--- src/rtl/uart_rx_param.sv ---
// Parametrised UART receiver: 3-sample majority per bit, start-glitch rejection, parity/framing flags.
// Word appears one cycle after the last stop decision; a full holding register drops the new frame and pulses overrun.
module uart_rx_param #(
   parameter int CLKS_PER_BIT = 16,
   parameter int DATA_BITS    = 8,
   parameter int PARITY_EN    = 0,
   parameter int PARITY_ODD   = 0,
   parameter int STOP_BITS    = 1
) (
   input  logic                 clk,
   input  logic                 rst,
   input  logic                 data_in,
   output logic [DATA_BITS-1:0] data_out,
   output logic                 data_valid,
   input  logic                 data_ready,
   output logic                 parity_err,
   output logic                 frame_err,
   output logic                 overrun,
   output logic                 busy
);
   localparam int CW = $clog2(CLKS_PER_BIT);
   localparam int M  = CLKS_PER_BIT / 2;
   localparam logic [CW-1:0] CNT_LAST = CW'(CLKS_PER_BIT - 1);
   localparam logic [CW-1:0] CNT_S0   = CW'(M - 1);
   localparam logic [CW-1:0] CNT_S1   = CW'(M);
   localparam logic [CW-1:0] CNT_MID  = CW'(M + 1);
   localparam logic [3:0]    IDX_DLAST = 4'(DATA_BITS - 1);
   localparam logic [3:0]    IDX_SLAST = 4'(STOP_BITS - 1);

   typedef enum logic [2:0] {IDLE, START, DATA, PARITY, STOP} state_t;

   state_t               state, state_d;
   logic [1:0]           sync;
   logic                 rx_s;
   logic [CW-1:0]        cnt, cnt_d;
   logic [3:0]           idx, idx_d;
   logic [1:0]           samp;
   logic                 maj;
   logic [DATA_BITS-1:0] shreg;
   logic                 perr, ferr, done_q;
   logic                 shift_en, par_chk, stop_chk, frame_done, frame_start;

   assign rx_s = sync[1];
   assign maj  = (samp[0] & samp[1]) | (rx_s & (samp[0] | samp[1]));
   assign busy = (state != IDLE);

   always_ff @(posedge clk or posedge rst) begin
      if (rst) state <= IDLE;
      else     state <= state_d;
   end

   always_comb begin
      state_d     = state;
      cnt_d       = (cnt == CNT_LAST) ? '0 : cnt + 1'b1;
      idx_d       = idx;
      shift_en    = 1'b0;
      par_chk     = 1'b0;
      stop_chk    = 1'b0;
      frame_done  = 1'b0;
      frame_start = 1'b0;
      case (state)
         IDLE: begin
            cnt_d = '0;
            if (!rx_s) begin
               state_d     = START;
               frame_start = 1'b1;
            end
         end
         START: begin
            // A start bit that votes high at mid-bit was line noise
            if (cnt == CNT_MID && maj) begin
               state_d = IDLE;
               cnt_d   = '0;
            end else if (cnt == CNT_LAST) begin
               state_d = DATA;
               idx_d   = '0;
            end
         end
         DATA: begin
            shift_en = (cnt == CNT_MID);
            if (cnt == CNT_LAST) begin
               if (idx == IDX_DLAST) begin
                  state_d = (PARITY_EN != 0) ? PARITY : STOP;
                  idx_d   = '0;
               end else begin
                  idx_d = idx + 1'b1;
               end
            end
         end
         PARITY: begin
            par_chk = (cnt == CNT_MID);
            if (cnt == CNT_LAST) state_d = STOP;
         end
         STOP: begin
            stop_chk = (cnt == CNT_MID);
            // Leave at mid of the last stop bit so a back-to-back start edge is not missed
            if (stop_chk && idx == IDX_SLAST) begin
               state_d    = IDLE;
               cnt_d      = '0;
               frame_done = 1'b1;
            end else if (cnt == CNT_LAST) begin
               idx_d = idx + 1'b1;
            end
         end
         default: state_d = IDLE;
      endcase
   end

   always_ff @(posedge clk or posedge rst) begin
      if (rst) begin
         sync   <= 2'b11;
         cnt    <= '0;
         idx    <= '0;
         samp   <= 2'b11;
         shreg  <= '0;
         perr   <= 1'b0;
         ferr   <= 1'b0;
         done_q <= 1'b0;
      end else begin
         sync   <= {sync[0], data_in};
         cnt    <= cnt_d;
         idx    <= idx_d;
         done_q <= frame_done;
         if (cnt == CNT_S0) samp[0] <= rx_s;
         if (cnt == CNT_S1) samp[1] <= rx_s;
         if (frame_start) begin
            perr <= 1'b0;
            ferr <= 1'b0;
         end
         if (shift_en) shreg <= {maj, shreg[DATA_BITS-1:1]};
         if (par_chk) perr <= maj ^ (^shreg) ^ PARITY_ODD[0];
         if (stop_chk && !maj) ferr <= 1'b1;
      end
   end

   always_ff @(posedge clk or posedge rst) begin
      if (rst) begin
         data_out   <= '0;
         data_valid <= 1'b0;
         parity_err <= 1'b0;
         frame_err  <= 1'b0;
         overrun    <= 1'b0;
      end else begin
         overrun <= 1'b0;
         if (done_q) begin
            if (!data_valid || data_ready) begin
               data_out   <= shreg;
               parity_err <= perr;
               frame_err  <= ferr;
               data_valid <= 1'b1;
            end else begin
               overrun <= 1'b1;
            end
         end else if (data_ready) begin
            data_valid <= 1'b0;
         end
      end
   end
endmodule
--- config.mk ---
export PLATFORM = sky130hd
export DESIGN_NAME = uart_rx_param
export DESIGN_NICKNAME = d
export VERILOG_FILES = /design/src/rtl/uart_rx_param.sv
export SDC_FILE = /design/constraint.sdc
export NUM_CORES = 1
export LEC_CHECK = 0
export ABC_AREA = 1
export BUFFER_PORTS_ARGS = -buffer_cell sky130_fd_sc_hd__buf_4
export CORE_UTILIZATION = 40
export CTS_CLUSTER_DIAMETER = 50
export DETAILED_ROUTE_END_ITERATION = 10
export PLACE_DENSITY = 0.69
export SLEW_MARGIN = 25
export SYNTH_ARGS = -nofsm -noshare
export SYNTH_HDL_FRONTEND = slang
export SYNTH_SLANG_ARGS = --single-unit
--- constraint.sdc ---
create_clock -name clk -period 3.1 [get_ports clk]
set_clock_uncertainty 0.1 [all_clocks]
set_input_delay 0.155 -clock clk [delete_from_list [all_inputs] [get_ports clk]]
set_output_delay 0.155 -clock clk [all_outputs]
set_load 0.005 [all_outputs]
[Word level (Yosys, flattened, before mapping)]
Index checks and enable logic that the tools add are counted.
Word-level totals
  bits in registers: 38
  word-level logic and storage cells: 94
Cells by class
  $add $sub $neg: 2
  equal/unequal tests: 20
  mux-type cells: 34
  bitwise logic cells: 5
  reductions and logical operators: 18
Operators by type and width (number)
  $mux W4: 9
  $pmux W4 S3: 2
  $mux W3: 7
  $ne A2 B2 Y1 const B: 9
  $mux W1: 15
  $pmux W3 S5: 1
  $eq A4 B4 Y1 const B: 3
  $reduce_and A6 Y1: 2
  $add A4 B1 Y4 const B: 2
  $eq A4 B3 Y1 const B: 2
  $reduce_xor A8 Y1: 1
  $eq A3 B2 Y1 const B: 2
  $reduce_bool A2 Y1: 3
  $reduce_bool A3 Y1: 2
  $logic_not A4 Y1: 1
  $reduce_and A2 Y1: 2
  $eq A3 B1 Y1 const B: 1
  $eq A3 B3 Y1 const B: 1
  $logic_and A1 B1 Y1: 3
  $logic_not A3 Y1: 1
  $ne A3 B3 Y1 const B: 1
  $and A1 B1 Y1: 2
  $logic_not A1 Y1: 2
  $ne A2 B1 Y1 const B: 1
  3 further kinds: 4

[Depth between registers and ports, before layout]
  depth in word-level cells: 6
  depth in mapped cells: 11
  mapped depth without buffers: 11

[Worst setup path before layout]
No wires, ideal clock.
  path type: reg-to-reg
  from: register cnt[1]
  to: register cnt[0]
  setup time: 0.128 ns
  data arrival time: 1.281 ns
  data required time: 2.872 ns
  slack: 1.591 ns
  stages on the path, launching flop included: 10
  path buffers: 0
  period minus slack after synthesis: 1.509 ns
  path through: dfrtp_1 > inv_1 > ha_1 > nand3_4 > inv_1 > nand2_1 > nand2_1 > inv_1 > nor3_2 > nor3_1
On the way
  cells in the longest elaborated chain, start to end: 4
  elaborated cells between the ends (all ways): 8
  classes of those cells: 2 x eq/ne; 4 x mux; 2 x reduce/logical
Ends and longest elaborated chain
  start: declaration: line 35  | logic [CW-1:0] cnt, cnt_d;
  start signal: assignment: line 121  | cnt <= cnt_d;
  $eq A4 B4 Y1 (on tied branches): line 54, 71, 95
  $mux W4 (tied with other cells): line 54  | cnt_d = (cnt == CNT_LAST) ? '0 : cnt + 1'b1;
  $mux W4 (on tied branches): line 97, 71
  $pmux W4 S3 *: line 61  | case (state)
  named net cnt_d[0]: line 35
Mark *: on every way through the listed nets, which the timed path passes. The rest lies on a longest branch.
A chain may end at the register's enable or synchronous reset.

[Worst setup path after layout]
Same ends and word-level chain as after synthesis.

==> results.sh <==
export IMPL_crit_path_end_kind="flop"
export IMPL_netlist_instances=227
export IMPL_grt_pass1_vias=1391
export IMPL_syn_area_um2=1900
export IMPL_finalMaxSlewViolations=0
export IMPL_min_period_ns=1.68
export IMPL_leakagePower_uw=0.00115
export IMPL_tns_ns=0
export IMPL_syn2layout_area_growth_pct=16.0
export IMPL_drc_errors=0
export IMPL_required_ns=3.16
export IMPL_tightest_slew_ns=0.538
export IMPL_cts_tree="built"
export IMPL_yosysTopAreaCell="dfrtp_1"
export IMPL_crit_cells=9
export IMPL_place_gp_congestion=0.878
export IMPL_rsz0062_at_grt="no"
export IMPL_synth_edf_count=0
export IMPL_path_clk_slew_ns=0.07
export IMPL_ys_ff_latch=38
export IMPL_drtIter0Drc=68
export IMPL_crit_start="cnt[1]"
export IMPL_n_antenna_cell=0
export IMPL_r2r_end="cnt[0]"
export IMPL_slowest_stage="dfrtp_1"
export IMPL_dr_pass1_iters=4
export IMPL_worstSkewPairLatency_ns=0.28
export IMPL_h_tree_depth=2
export IMPL_ys_warn_count=0
export IMPL_cts_buffer_depth=2
export IMPL_crit_buf_inv=3
export IMPL_nets=260
export IMPL_antenna_left=0
export IMPL_coreArea_um2=4440
export IMPL_synth_seq_area_share_pct=50.3
export IMPL_holdPathStages=4
export IMPL_drive_above_1_share_pct=18.7
export IMPL_hold_viol_final=0
export IMPL_viasPerCell=4.80
export IMPL_start_util_pct=42.7
export IMPL_die_w_um=70.9
export IMPL_die_area_um2=5030
export IMPL_crit_arrival_ns=1.74
export IMPL_synth_area_leaders="dfrtp_1 45%, nand2_1 14%, inv_1 6.1%, dfstp_2 5.5%, o21ai_0 4.7%"
export IMPL_cpMostUsedCell="inv_1"
export IMPL_antenna_found_initial=0
export IMPL_maxCapViolCount=0
export IMPL_power_density_nw_per_um2=616
export IMPL_fmax_ghz=0.594
export IMPL_slowest_delay_ns=0.39
export IMPL_ys_types=30
export IMPL_vias=1459
export IMPL_num_rows=24
export IMPL_fin_crit_sh_pct=54.3
export IMPL_crit_type="reg2reg"
export IMPL_ff2ff_path_depth=9
export IMPL_syn_nets=236
export IMPL_cts_made_buffers=5
export IMPL_crit_path_max_fanout=6
export IMPL_hold_path_class="in2reg"
export IMPL_timing_rr_start="cnt[1]"
export IMPL_cts_sinks=38
export IMPL_synth_top_area_share_pct=44.8
export IMPL_slew_headroom_pct=64.0
export IMPL_critPathCapture="cnt[0]"
export IMPL_wl_mm=3.20
export IMPL_io_pins=17
export IMPL_cpLargestDelayFamily="simple AND/OR/NAND/NOR gates"
export IMPL_wl_per_cell_um=10.5
export IMPL_synth_top_flop_cell="dfrtp_1"
export IMPL_grt_max_degree=39
export IMPL_ff2ff_setup_slack_ns=1.42
export IMPL_status="completed"
export IMPL_fin_hold_ws_ns=0.0277
export IMPL_synth_area_per_cell_um2=8.37
export IMPL_crit_path_cell_trace="inv_1 > ha_1 > nand3_4 > inv_1 > nand2_1 > nand2_1 > inv_1 > nor3_2 > nor3_1"
export IMPL_cts_root_buf="clkbuf_8"
export IMPL_setup_viol=0
export IMPL_grt_pass1_wl_mm=5.80
export IMPL_critPathLaunchType="flop"
export IMPL_post_cts_setup_buffers=0
export IMPL_portBuffers=16
export IMPL_gr_total_overflow=0
export IMPL_async_flop_share_pct=100
export IMPL_die_y_um=70.9
export IMPL_grt_usage_pct=14.7
export IMPL_ir_drop_mv=0.274
export IMPL_place_hpwl_mm=2.36
## Yosys cell counts, types with 2 or more instances
cell,instances
o21ai_1,5
ha_1,5
nand3_1,7
inv_1,31
a21oi_1,3
nor2_4,2
inv_2,5
nand3_2,3
dfrtp_1,34
nand2_1,71
o21ai_0,18
nor3_2,2
dfstp_2,4
nor3_1,7
nor2_1,15
## layout by cell type (no fill, tap or decap), types with 2 or more instances in the layout
| cell type | instances |
|---|---|
| a21oi_1 | 3 |
| buf_4 | 17 |
| clkbuf_1 | 2 |
| clkbuf_8 | 5 |
| dfrtp_1 | 34 |
| dfstp_2 | 4 |
| dlygate4sd3_1 | 2 |
| ha_1 | 5 |
| inv_1 | 31 |
| inv_2 | 5 |
| nand2_1 | 71 |
| nand3_1 | 7 |
| nand3_2 | 3 |
| nor2_1 | 15 |
| nor2_4 | 2 |
| nor3_1 | 7 |
| nor3_2 | 2 |
| o21ai_0 | 18 |
| o21ai_1 | 5 |
## repair_timing
item	4_1_cts	5_1_grt
hold buffers	2	0
resized for setup	0	0
hold endpoints to repair	35	0
## registers in the layout, indices dropped and copies added (netlist names)
| signal | count |
|---|---|
| sync | 2 |
| frame_err | 1 |
| data_valid | 1 |
| state | 3 |
| cnt | 4 |
| samp | 2 |
| ferr | 1 |
| done_q | 1 |
| data_out | 8 |
| perr | 1 |
| shreg | 8 |
| idx | 4 |
| overrun | 1 |
| parity_err | 1 |
## worst min-delay path by stage
stage	startpoint	to	slack [ns]
final	data_ready	overrun	0.03
after floorplan	data_in	sync[0]	0.06
after global placement	data_in	sync[0]	0.17
after CTS	data_ready	overrun	0.03
after global routing	data_ready	overrun	0.05
after detailed placement	data_in	sync[0]	0.17
## tightest hold or removal path, delay by kind of cell
kind / cells / cell delay [ns]
simple gates: 2 / 0.12
buf+inv: 2 / 0.10
## power breakdown
group	total, uW	switching, uW	leakage [uW]	internal (uW)
combinational	347	221	0.000584	125
clock	404	163	0.0000524	241
sequential	607	52.8	0.000511	554
## stage by stage
step / power, uW / worst slack, ns / area [um^2] / util [%] / cells
4_1_cts: 1370 / 1.41 / 2200 / 49.6 / 304
2_1_floorplan: 882 / 1.59 / 1900 / - / 227
3_3_place_gp: 955 / 1.49 / 2080 / 46.7 / 294
6_report: 1360 / 1.42 / 2200 / 49.6 / 304
3_5_place_dp: 965 / 1.43 / 2080 / 46.7 / 294
5_1_grt: 1440 / 1.26 / 2200 / 49.6 / 304
## per-layer routing
metal	part of all wire [%]	GRT usage (%)	up-vias
li1	-	-	759
met4	1.4	6.00	0
met1	51	19.8	672
met2	44	22.5	24
met5	0	0	-
met3	3.5	3.85	4
## layout make-up
type	count	area, um^2
clock buffers	7	76.3
clock inverters	1	30.0
fillers	429	2240
inverters	36	135
multi-input cells	151	793
flip-flops and latches	38	956
well taps	52	65.1
repair buffers	19	148
## kinds of logic after synthesis
| logic type | after synthesis | synth area share (%) |
|---|---|---|
| muxes | 1 | 0.593 |
| buffers and inverters | 38 | 7.90 |
| DFF | 38 | 50.3 |
| adders and majority gates | 5 | 3.29 |
| xor gates and xnor gates | 2 | 0.922 |
| and+or+nand+nor | 112 | 28.0 |
| AOI/OAI and AO/OA | 31 | 8.96 |
No activity file was read; power rests on OpenSTA's default activity.
